## config.mk

```make
export PLATFORM = sky130hd
export DESIGN_NAME = dac_spi_out_flat
export DESIGN_NICKNAME = d
export VERILOG_FILES = /design/src/rtl/dac_spi_out_if.sv /design/src/rtl/dac_spi_out.sv /design/src/flat_wrapper.sv
export SDC_FILE = /design/constraint.sdc
export NUM_CORES = 1
export LEC_CHECK = 0
export CORE_ASPECT_RATIO = 0.9
export CORE_MARGIN = 5
export CORE_UTILIZATION = 51
export CTS_BUF_LIST = sky130_fd_sc_hd__clkbuf_2
export DETAILED_ROUTE_END_ITERATION = 16
export MAX_ROUTING_LAYER = met4
export PLACE_DENSITY = 0.71
export SLEW_MARGIN = 40
export SYNTH_ARGS = -nofsm -noshare
export SYNTH_HDL_FRONTEND = slang
export SYNTH_SLANG_ARGS = --single-unit
```

## constraint.sdc

```tcl
create_clock -name clk -period 4.7 [get_ports clk]
set_input_delay 1.175 -clock clk [delete_from_list [all_inputs] [get_ports clk]]
set_output_delay 1.175 -clock clk [all_outputs]
set_load 0.01 [all_outputs]
```

## src/rtl/dac_spi_out_if.sv

```systemverilog
// Sample input and 3-wire DAC link between the sine source and dac_spi_out.
// master = sample producer / DAC side observer, slave = dac_spi_out.
interface dac_spi_out_if;
  logic [15:0] sin_amp;
  logic        wen7;
  logic        sclk;
  logic        sdo;
  logic        cs_n;
  logic        ldac_n;

  modport master (
    output sin_amp,
    output wen7,
    input  sclk,
    input  sdo,
    input  cs_n,
    input  ldac_n
  );

  modport slave (
    input  sin_amp,
    input  wen7,
    output sclk,
    output sdo,
    output cs_n,
    output ldac_n
  );
endinterface

```

## src/rtl/dac_spi_out.sv

```systemverilog
// dac_spi_out: buffers CORDIC sine samples in a small FIFO, converts them to
// DAC code and shifts them MSB-first over sclk/sdo/cs_n, followed by a
// one-clock ldac_n pulse. Overruns of the FIFO raise a sticky ovf flag.
module dac_spi_out #(
  parameter int CLK_DIV    = 2,
  parameter int FIFO_DEPTH = 4,
  parameter int OFFSET_BIN = 1
) (
  input  logic                          clk,
  input  logic                          reset,
  input  logic                          en,
  input  logic                          clr_ovf,
  dac_spi_out_if.slave                  dac,
  output logic                          busy,
  output logic                          ovf,
  output logic [$clog2(FIFO_DEPTH):0]   fifo_cnt
);

  localparam int AW       = $clog2(FIFO_DEPTH);
  localparam int HW       = (CLK_DIV > 1) ? $clog2(CLK_DIV) : 1;
  localparam int HC_MAX_I = CLK_DIV - 1;
  localparam logic [HW-1:0] HC_MAX   = HC_MAX_I[HW-1:0];
  localparam logic [AW:0]   CNT_FULL = FIFO_DEPTH[AW:0];

  typedef enum logic [1:0] {
    ST_IDLE  = 2'd0,
    ST_LOAD  = 2'd1,
    ST_SHIFT = 2'd2,
    ST_GAP   = 2'd3
  } state_t;

  state_t         state, state_nxt;
  logic [15:0]    mem [FIFO_DEPTH];
  logic [AW-1:0]  wr_ptr, rd_ptr;
  logic [15:0]    shreg, shreg_nxt;
  logic [HW-1:0]  hc, hc_nxt;
  logic [4:0]     bit_cnt, bit_nxt;
  logic           sclk_nxt, sdo_nxt, cs_n_nxt, ldac_n_nxt;
  logic           pop, push, full, overrun;

  // Two's complement to offset binary is an MSB flip; applied at push time.
  function automatic logic [15:0] to_dac_code(input logic [15:0] amp);
    if (OFFSET_BIN != 0) begin
      return {~amp[15], amp[14:0]};
    end else begin
      return amp;
    end
  endfunction

  assign full    = (fifo_cnt == CNT_FULL);
  assign pop     = (state == ST_IDLE) && en && (fifo_cnt != {(AW+1){1'b0}});
  assign push    = dac.wen7 && (!full || pop);
  assign overrun = dac.wen7 && full && !pop;

  // Sample storage; contents need no reset since occupancy gates every read.
  always_ff @(posedge clk) begin
    if (push) begin
      mem[wr_ptr] <= to_dac_code(dac.sin_amp);
    end
  end

  // FIFO pointers, occupancy and sticky overrun flag (set wins over clear).
  always_ff @(posedge clk or negedge reset) begin
    if (!reset) begin
      wr_ptr   <= {AW{1'b0}};
      rd_ptr   <= {AW{1'b0}};
      fifo_cnt <= {(AW+1){1'b0}};
      ovf      <= 1'b0;
    end else begin
      if (push) begin
        wr_ptr <= wr_ptr + {{(AW-1){1'b0}}, 1'b1};
      end
      if (pop) begin
        rd_ptr <= rd_ptr + {{(AW-1){1'b0}}, 1'b1};
      end
      case ({push, pop})
        2'b10:   fifo_cnt <= fifo_cnt + {{AW{1'b0}}, 1'b1};
        2'b01:   fifo_cnt <= fifo_cnt - {{AW{1'b0}}, 1'b1};
        default: fifo_cnt <= fifo_cnt;
      endcase
      if (overrun) begin
        ovf <= 1'b1;
      end else if (clr_ovf) begin
        ovf <= 1'b0;
      end
    end
  end

  // State, shift datapath and registered serial outputs.
  always_ff @(posedge clk or negedge reset) begin
    if (!reset) begin
      state      <= ST_IDLE;
      shreg      <= 16'h0000;
      hc         <= {HW{1'b0}};
      bit_cnt    <= 5'd0;
      dac.sclk   <= 1'b0;
      dac.sdo    <= 1'b0;
      dac.cs_n   <= 1'b1;
      dac.ldac_n <= 1'b1;
      busy       <= 1'b0;
    end else begin
      state      <= state_nxt;
      shreg      <= shreg_nxt;
      hc         <= hc_nxt;
      bit_cnt    <= bit_nxt;
      dac.sclk   <= sclk_nxt;
      dac.sdo    <= sdo_nxt;
      dac.cs_n   <= cs_n_nxt;
      dac.ldac_n <= ldac_n_nxt;
      busy       <= (state_nxt != ST_IDLE);
    end
  end

  // Next state and next values of the registered outputs.
  always_comb begin
    state_nxt  = state;
    shreg_nxt  = shreg;
    hc_nxt     = hc;
    bit_nxt    = bit_cnt;
    sclk_nxt   = 1'b0;
    sdo_nxt    = 1'b0;
    cs_n_nxt   = 1'b1;
    ldac_n_nxt = 1'b1;
    case (state)
      ST_IDLE: begin
        if (pop) begin
          state_nxt = ST_LOAD;
          shreg_nxt = mem[rd_ptr];
          sdo_nxt   = mem[rd_ptr][15];
          cs_n_nxt  = 1'b0;
          hc_nxt    = {HW{1'b0}};
          bit_nxt   = 5'd0;
        end else begin
          state_nxt = ST_IDLE;
        end
      end
      ST_LOAD: begin
        state_nxt = ST_SHIFT;
        cs_n_nxt  = 1'b0;
        sdo_nxt   = shreg[15];
        hc_nxt    = {HW{1'b0}};
        bit_nxt   = 5'd0;
      end
      ST_SHIFT: begin
        cs_n_nxt = 1'b0;
        sclk_nxt = dac.sclk;
        sdo_nxt  = dac.sdo;
        if (hc == HC_MAX) begin
          hc_nxt = {HW{1'b0}};
          if (!dac.sclk) begin
            // Rising edge: DAC samples the stable sdo.
            sclk_nxt = 1'b1;
          end else begin
            // Falling edge: advance to the next bit.
            sclk_nxt  = 1'b0;
            shreg_nxt = {shreg[14:0], 1'b0};
            sdo_nxt   = shreg[14];
            bit_nxt   = bit_cnt + 5'd1;
            if (bit_cnt == 5'd15) begin
              state_nxt  = ST_GAP;
              cs_n_nxt   = 1'b1;
              sdo_nxt    = 1'b0;
              ldac_n_nxt = 1'b0;
            end else begin
              state_nxt = ST_SHIFT;
            end
          end
        end else begin
          hc_nxt = hc + {{(HW-1){1'b0}}, 1'b1};
        end
      end
      ST_GAP: begin
        if (hc == HC_MAX) begin
          state_nxt = ST_IDLE;
          hc_nxt    = {HW{1'b0}};
        end else begin
          hc_nxt = hc + {{(HW-1){1'b0}}, 1'b1};
        end
      end
      default: begin
        state_nxt = ST_IDLE;
      end
    endcase
  end

endmodule

```

## src/flat_wrapper.sv

```systemverilog
// flat-port wrapper written by rule: the top's interface ports become plain ports
module dac_spi_out_flat 
#(
  parameter int CLK_DIV    = 2,
  parameter int FIFO_DEPTH = 4,
  parameter int OFFSET_BIN = 1
)
  (clk, reset, en, clr_ovf, busy, ovf, fifo_cnt, dac_sin_amp, dac_wen7, dac_sclk, dac_sdo, dac_cs_n, dac_ldac_n);
  dac_spi_out_if dac_i ();
  input  logic clk;
  input  logic reset;
  input  logic en;
  input  logic clr_ovf;
  output logic busy;
  output logic ovf;
  output logic [$clog2(FIFO_DEPTH):0] fifo_cnt;
  input wire logic [$bits(dac_i.sin_amp)-1:0] dac_sin_amp;
  input wire logic [$bits(dac_i.wen7)-1:0] dac_wen7;
  output wire logic [$bits(dac_i.sclk)-1:0] dac_sclk;
  output wire logic [$bits(dac_i.sdo)-1:0] dac_sdo;
  output wire logic [$bits(dac_i.cs_n)-1:0] dac_cs_n;
  output wire logic [$bits(dac_i.ldac_n)-1:0] dac_ldac_n;
  assign dac_i.sin_amp = dac_sin_amp;
  assign dac_i.wen7 = dac_wen7;
  assign dac_sclk = dac_i.sclk;
  assign dac_sdo = dac_i.sdo;
  assign dac_cs_n = dac_i.cs_n;
  assign dac_ldac_n = dac_i.ldac_n;
  dac_spi_out #(.CLK_DIV(CLK_DIV), .FIFO_DEPTH(FIFO_DEPTH), .OFFSET_BIN(OFFSET_BIN)) u_core (.clk(clk), .reset(reset), .en(en), .clr_ovf(clr_ovf), .dac(dac_i), .busy(busy), .ovf(ovf), .fifo_cnt(fifo_cnt));
endmodule
```

==> metrics, run 1 <==
status=finished clean; Rel. slew slack=a little under half; critical-path maximum fanout=7; sequential share of the synthesized area=between 60% and 70%; drt drc=0; fin crit share=62.0%; Routed WL per cell=16.8 um; Critical-path top delay cell=clkdlybuf4s50_1; clk slew on worst S/H paths=0.31 ns; Worst path max stage delay=about 0.60 ns; Final Hold Fails=0; GP Congestion=0.820; Yosys top cell area share=44.3%; Setup Skew=0.0345 ns; met2 usage=26.1%; Ys Warns=0; CTS tree=done; Worst Path Buf+Inv=1; Final #Nets=~360; # rows=32; grt ovf=0; Total Power=0.00191 W; CP required=3.52 ns; Yosys cell types=46; share of cells above drive strength 1=17.6%; die height=97.5 um; io pins=30; Detailed Place HPWL=4750 um; Crit Reg-Reg Startpoint=u_core.state[1]$_DFF_PN0_; CTS Buf Count=9; worst min path class=in -> async; maximum VDD drop=between 0.2 and 0.25 mV; hold_ws=about 0.51 ns; post-layout min period=2.91 ns; Setup-failing EPs final=0; EDFF count, synth=between 60 and 70; setup_tns=0 ns; clock root buffer=clkbuf_2; post-route insts no fill=roughly 450; Critical Path AT=1.74 ns; Die Width=roughly 110 um; max cap viols=0; number of DRC markers in iteration 0=160; Synth area leader=edfxtp_1; vias in the first global route=2528; LEAKAGE=1.77 nW; # resized after CTS=0; CTS max path bufs=2; GR Util All Layers=16.0%; Placed Cells=438; Worst Tran Pin Value=approximately 0.8 ns; gr busiest metal=met2; syn_nets=approximately 330; GRT met1 Usage=about a fifth; wirelength, routed=between 7000 and 8000 um; unrepaired setup endpoints after global routing=false; Die ar.=10500 sq um; crit end category=primary output; synth top area cells=edfxtp_1 44%, dfrtp_1 20%, mux2_2 4.2%; met3 Use GR=4.78%; Hold Buf Count CTS=0; H-tree depth=3; main flop type after synthesis=edfxtp_1; fin util=57.7%; # port buffers=29; power per cell area=392 nW/um^2; Core ar.=about 8400 sq um; syn avg cell area=14.3 sq um; largest net degree at the start of global routing=50; via/cell ratio=5.44; global-route wire length before repair=12600 um; synthesized flop and latch total=just over 100; Setup Fix Bufs, Post-CTS=0; CP cell instances=clkdlybuf4s50_1; Detailed Routing Iterations Pass 1=4; f_max=approximately 0.34 GHz; Cell Area, Synth=4340 sq um; FILL cells=between 600 and 700; clock sink count=101; Slew Limit Fails=0; Crit path max-delay family=buffers and inverters; kind of critical path=reg -> out; ANT cells=0; Gate Count Post-Synth=304; Area Growth Syn to Fin=12.3%; Routed Antenna Nets=0; initial antenna violation count=0; Setup crit start kind=flop; initial core utilization=51.4%; Setup crit start=u_core.fifo_cnt[2]$_DFFE_PN0P_; Worst-Skew Late Latency=0.58 ns; vias=approximately 2500; Async SR Flop Fraction=36.6%
power by group:
part | switching (W) | total [W] | internal (W) | leakage (nW)
clock network | 0.000313 | 0.000456 | 0.000143 | 0.0849
registers | 0.0000523 | 0.00114 | 0.00109 | 1.04
logic | 0.000173 | 0.000309 | 0.000135 | 0.642
total | 0.000539 | 0.00191 | 0.00137 | 1.77
sequential cells by signal (all words and copies together) (netlist names):
signal	count
u_core.dac.ldac_n	1
u_core.shreg	16
u_core.mem	64
u_core.hc	1
u_core.fifo_cnt	3
u_core.state	2
u_core.dac.sdo	1
u_core.bit_cnt	5
u_core.dac.cs_n	1
u_core.rd_ptr	2
u_core.wr_ptr	2
u_core.dac.sclk	1
u_core.ovf	1
u_core.busy	1
final cells by class:
type	count	area, sq um	area share [%]
Clock buffer	9	45.0	0.925
Inverter	8	30.0	0.616
Timing Repair Buffer	32	318	6.52
Multi-Input combinational cell	178	1380	28.3
Sequential cell	101	2850	58.5
Tap cell	119	149	3.06
Clock inverter	7	100	2.05
layout by cell type (no fill, tap or decap), types with 6 or more instances in the layout:
cell type,count
edfxtp_1,64
dfrtp_1,35
clkdlybuf4s50_1,28
nand2_1,27
a211oi_1,16
mux2_2,16
nor2b_1,15
o22ai_1,14
o31ai_2,13
xnor2_1,9
clkbuf_2,9
inv_1,8
a22o_1,6
ha_1,6
per-layer routing:
metal	wire length (um)	vias up	part of all wire [%]
met3	316	9	4.1
met1	3410	1226	45
li1	-	1191	-
met5	0	-	0
met2	3800	44	50
met4	89	0	1.2
synth_stat cells (2+ instances only):
cell      number
a211oi_1      16
a21o_1         2
a21oi_1        3
a22o_1         6
and2_1         5
and3_1         2
and3b_1        2
buf_2          7
clkbuf_1       7
dfrtp_1       35
dfstp_2        2
edfxtp_1      64
ha_1           6
inv_1          8
mux2_2        16
mux2i_1        5
nand2_1       27
nand2b_1       5
nand3_1        2
nand4_1        2
nor2_1         5
nor2b_1       15
o21ai_0        5
o22ai_1       14
o31ai_1        2
o31ai_2       13
xnor2_1        9
logic make-up after synthesis:
group                    synth area share (%)
adder cells (fa/ha/maj)                  2.19
AO/OA/AOI/OAI                            13.1
multiplexers                             5.82
XOR/XNOR                                 1.82
flip-flops                               65.7
AND/OR/NAND/NOR                          8.80
buffers and inverters                    2.62
final timing paths:
| check | end | slack (ns) | depth (start not counted) |
|---|---|---|---|
| worst max-delay path | fifo_cnt[2] | 1.79 | 1 |
| worst min-delay path | u_core.shreg[9]$_DFFE_PN0P_ | 0.51 | 1 |
| worst max register to register | u_core.mem[0][13]$_DFFE_PP_ | 2.23 | 3 |
| worst min register to register | u_core.shreg[15]$_DFFE_PN0P_ | 0.53 | 2 |
| max in group asynchronous | u_core.shreg[11]$_DFFE_PN0P_ | 3.81 | 1 |
| min in group clk | u_core.shreg[15]$_DFFE_PN0P_ | 0.53 | 2 |
stage by stage:
step,worst slack (ns),area (sq um)
global route,1.66,4870
global placement,1.18,4700
floorplan,2.02,4340
detailed placement,1.16,4720
CTS,1.73,4870
finish,1.79,4870
Note: power is estimated with default switching activity, not from simulation.
==> inputs of run 2 (changes only) <==
clock period = 2.7 ns   (was 4.7 ns; I/O delays follow)
==> metrics, run 2 (synthesized netlist as in run 1, its figures left out) <==
initial core utilization=51.4% (unchanged); crit end category=primary output; ANT cells=0 (unchanged); unrepaired setup endpoints after global routing=false; Worst-Skew Late Latency=0.57 ns (about the same); clock sink count=101 (unchanged); clk slew on worst S/H paths=0.27 ns (-0.04 ns); Setup-failing EPs final=0 (unchanged); Die Width=107 um (unchanged); Die ar.=10500 sq um (unchanged); CTS tree=done; Setup crit start=u_core.fifo_cnt[2]$_DFFE_PN0P_; vias in the first global route=2452 (-3.0%); Largest Register=u_core.mem; Critical-path top delay cell=clkdlybuf4s50_1; # port buffers=29 (unchanged); largest net degree at the start of global routing=38 (-24%); f_max=0.420 GHz; Area Growth Syn to Fin=15.2%; post-layout min period=2.38 ns; Hold Buf Count CTS=0 (unchanged); vias=2453 (-0.69%); number of DRC markers in iteration 0=100 (-38%); worst min path class=in -> async; area of the multi-input gates=1380 sq um (-0.27%); Slew Limit Fails=0 (unchanged); die height=97.5 um (unchanged); max FFs per register=64 (unchanged); clock root buffer=clkbuf_2; share of cells above drive strength 1=19.2% (+1.6 points); CP cell instances=clkdlybuf4s50_1; initial antenna violation count=0 (unchanged); Detailed Place HPWL=4680 um (-1.6%); final non-filler cell area=5000 sq um (+2.6%); commonest non-fill, non-tap cell in the layout=edfxtp_1; Setup Fix Bufs, Post-CTS=0 (unchanged); LEAKAGE=1.84 nW (+3.8%); Detailed Routing Iterations Pass 1=4 (unchanged); Crit path max-delay family=buffers and inverters; Worst path max stage delay=0.60 ns (about the same); setup_tns=0 ns (unchanged); maximum VDD drop=0.442 mV (+100%); kind of critical path=reg -> out; wirelength, routed=7370 um (-3.3%); hold_ws=0.0270 ns (-0.484 ns); register-to-register setup slack=0.65 ns (-1.58 ns); GR Util All Layers=15.7% (-0.31 points); Placed Area=4830 sq um (+2.3%); Worst Tran Pin Value=0.500 ns (-0.309 ns); Final #Nets=367 (+2.5%); top flop regs=u_core.mem (64), u_core.shreg (16), u_core.bit_cnt (5); CP required=2.03 ns (-1.49 ns); Setup crit start kind=flop; Crit Reg-Reg Startpoint=u_core.fifo_cnt[2]$_DFFE_PN0P_; Core ar.=8450 sq um (unchanged); CTS max path bufs=2 (unchanged); status=finished clean; H-tree depth=3 (unchanged); fin util=59.2% (+1.5 points); grt ovf=0 (unchanged); Routed WL per cell=15.9 um (-5.1%); register area=2850 sq um (unchanged); via/cell ratio=5.30 (-2.6%); Final Hold Fails=0 (unchanged); GP Congestion=0.797 (-2.8%); # resized after CTS=0 (unchanged); critical-path maximum fanout=7 (unchanged); CTS Buf Count=9 (unchanged); power per cell area=698 nW/um^2 (+78%); commonest non-fill, non-tap cells in the layout=64 x edfxtp_1, 35 x dfrtp_1, 28 x clkdlybuf4s50_1; max cap viols=0 (unchanged); Critical Path AT=1.70 ns (-0.04 ns); Worst Path Buf+Inv=1 (unchanged); io pins=30 (unchanged); Rel. slew slack=66.7% (+21 points); Routed Antenna Nets=0 (unchanged); # rows=32 (unchanged); FILL cells=674 (+1.5%); Setup Skew=0.0293 ns (-0.00524 ns); fin crit share=88.1%; drt drc=0 (unchanged); global-route wire length before repair=12200 um (-3.1%)
run 2: report_power, final:
group / internal, W / total, W / switching [W] / leakage, nW
combinational: 0.000292 / 0.000605 / 0.000312 / 0.698
clock: 0.000411 / 0.000897 / 0.000486 / 0.0971
sequential: 0.00190 / 0.00199 / 0.0000890 / 1.04
total: 0.00260 / 0.00349 / 0.000887 / 1.84
run 2: stage by stage:
stage	power [W]	setup WS, ns	cells
4_1_cts	0.00353	0.263	463
2_1_floorplan	0.00233	0.524	304
6_report	0.00349	0.321	463
3_3_place_gp	0.00262	0.193	447
5_1_grt	0.00366	0.176	463
3_5_place_dp	0.00264	0.158	447
run 2: final cells by class:
cell class,count,area share (%)
flip-flops and latches,101,57.0
clock inverters,6,2.33
clock buffers,10,1.00
inverters,8,0.601
multi-input cells,178,27.5
well taps,119,2.98
repair buffers,41,8.56
run 2: layer usage:
metal / global-route usage [%] / wire (um) / up-vias / share of wire, %
li1: - / - / 1209 / -
met1: 20.3 / 3350 / 1198 / 45
met2: 24.1 / 3650 / 38 / 50
met3: 4.45 / 286 / 8 / 3.9
met4: 4.72 / 81 / 0 / 1.1
met5: - / 0 / - / 0
run 2: worst paths after layout:
check                                                  to  cells after the start
hold reg to reg               u_core.shreg[3]$_DFFE_PN0P_                      2
setup reg to reg           u_core.fifo_cnt[1]$_DFFE_PN0P_                      6
setup / recovery                              fifo_cnt[2]                      1
min in group clk              u_core.shreg[3]$_DFFE_PN0P_                      2
hold / removal              u_core.bit_cnt[0]$_DFFE_PN0P_                      1
max in group asynchronous     u_core.dac.ldac_n$_DFF_PN1_                      1
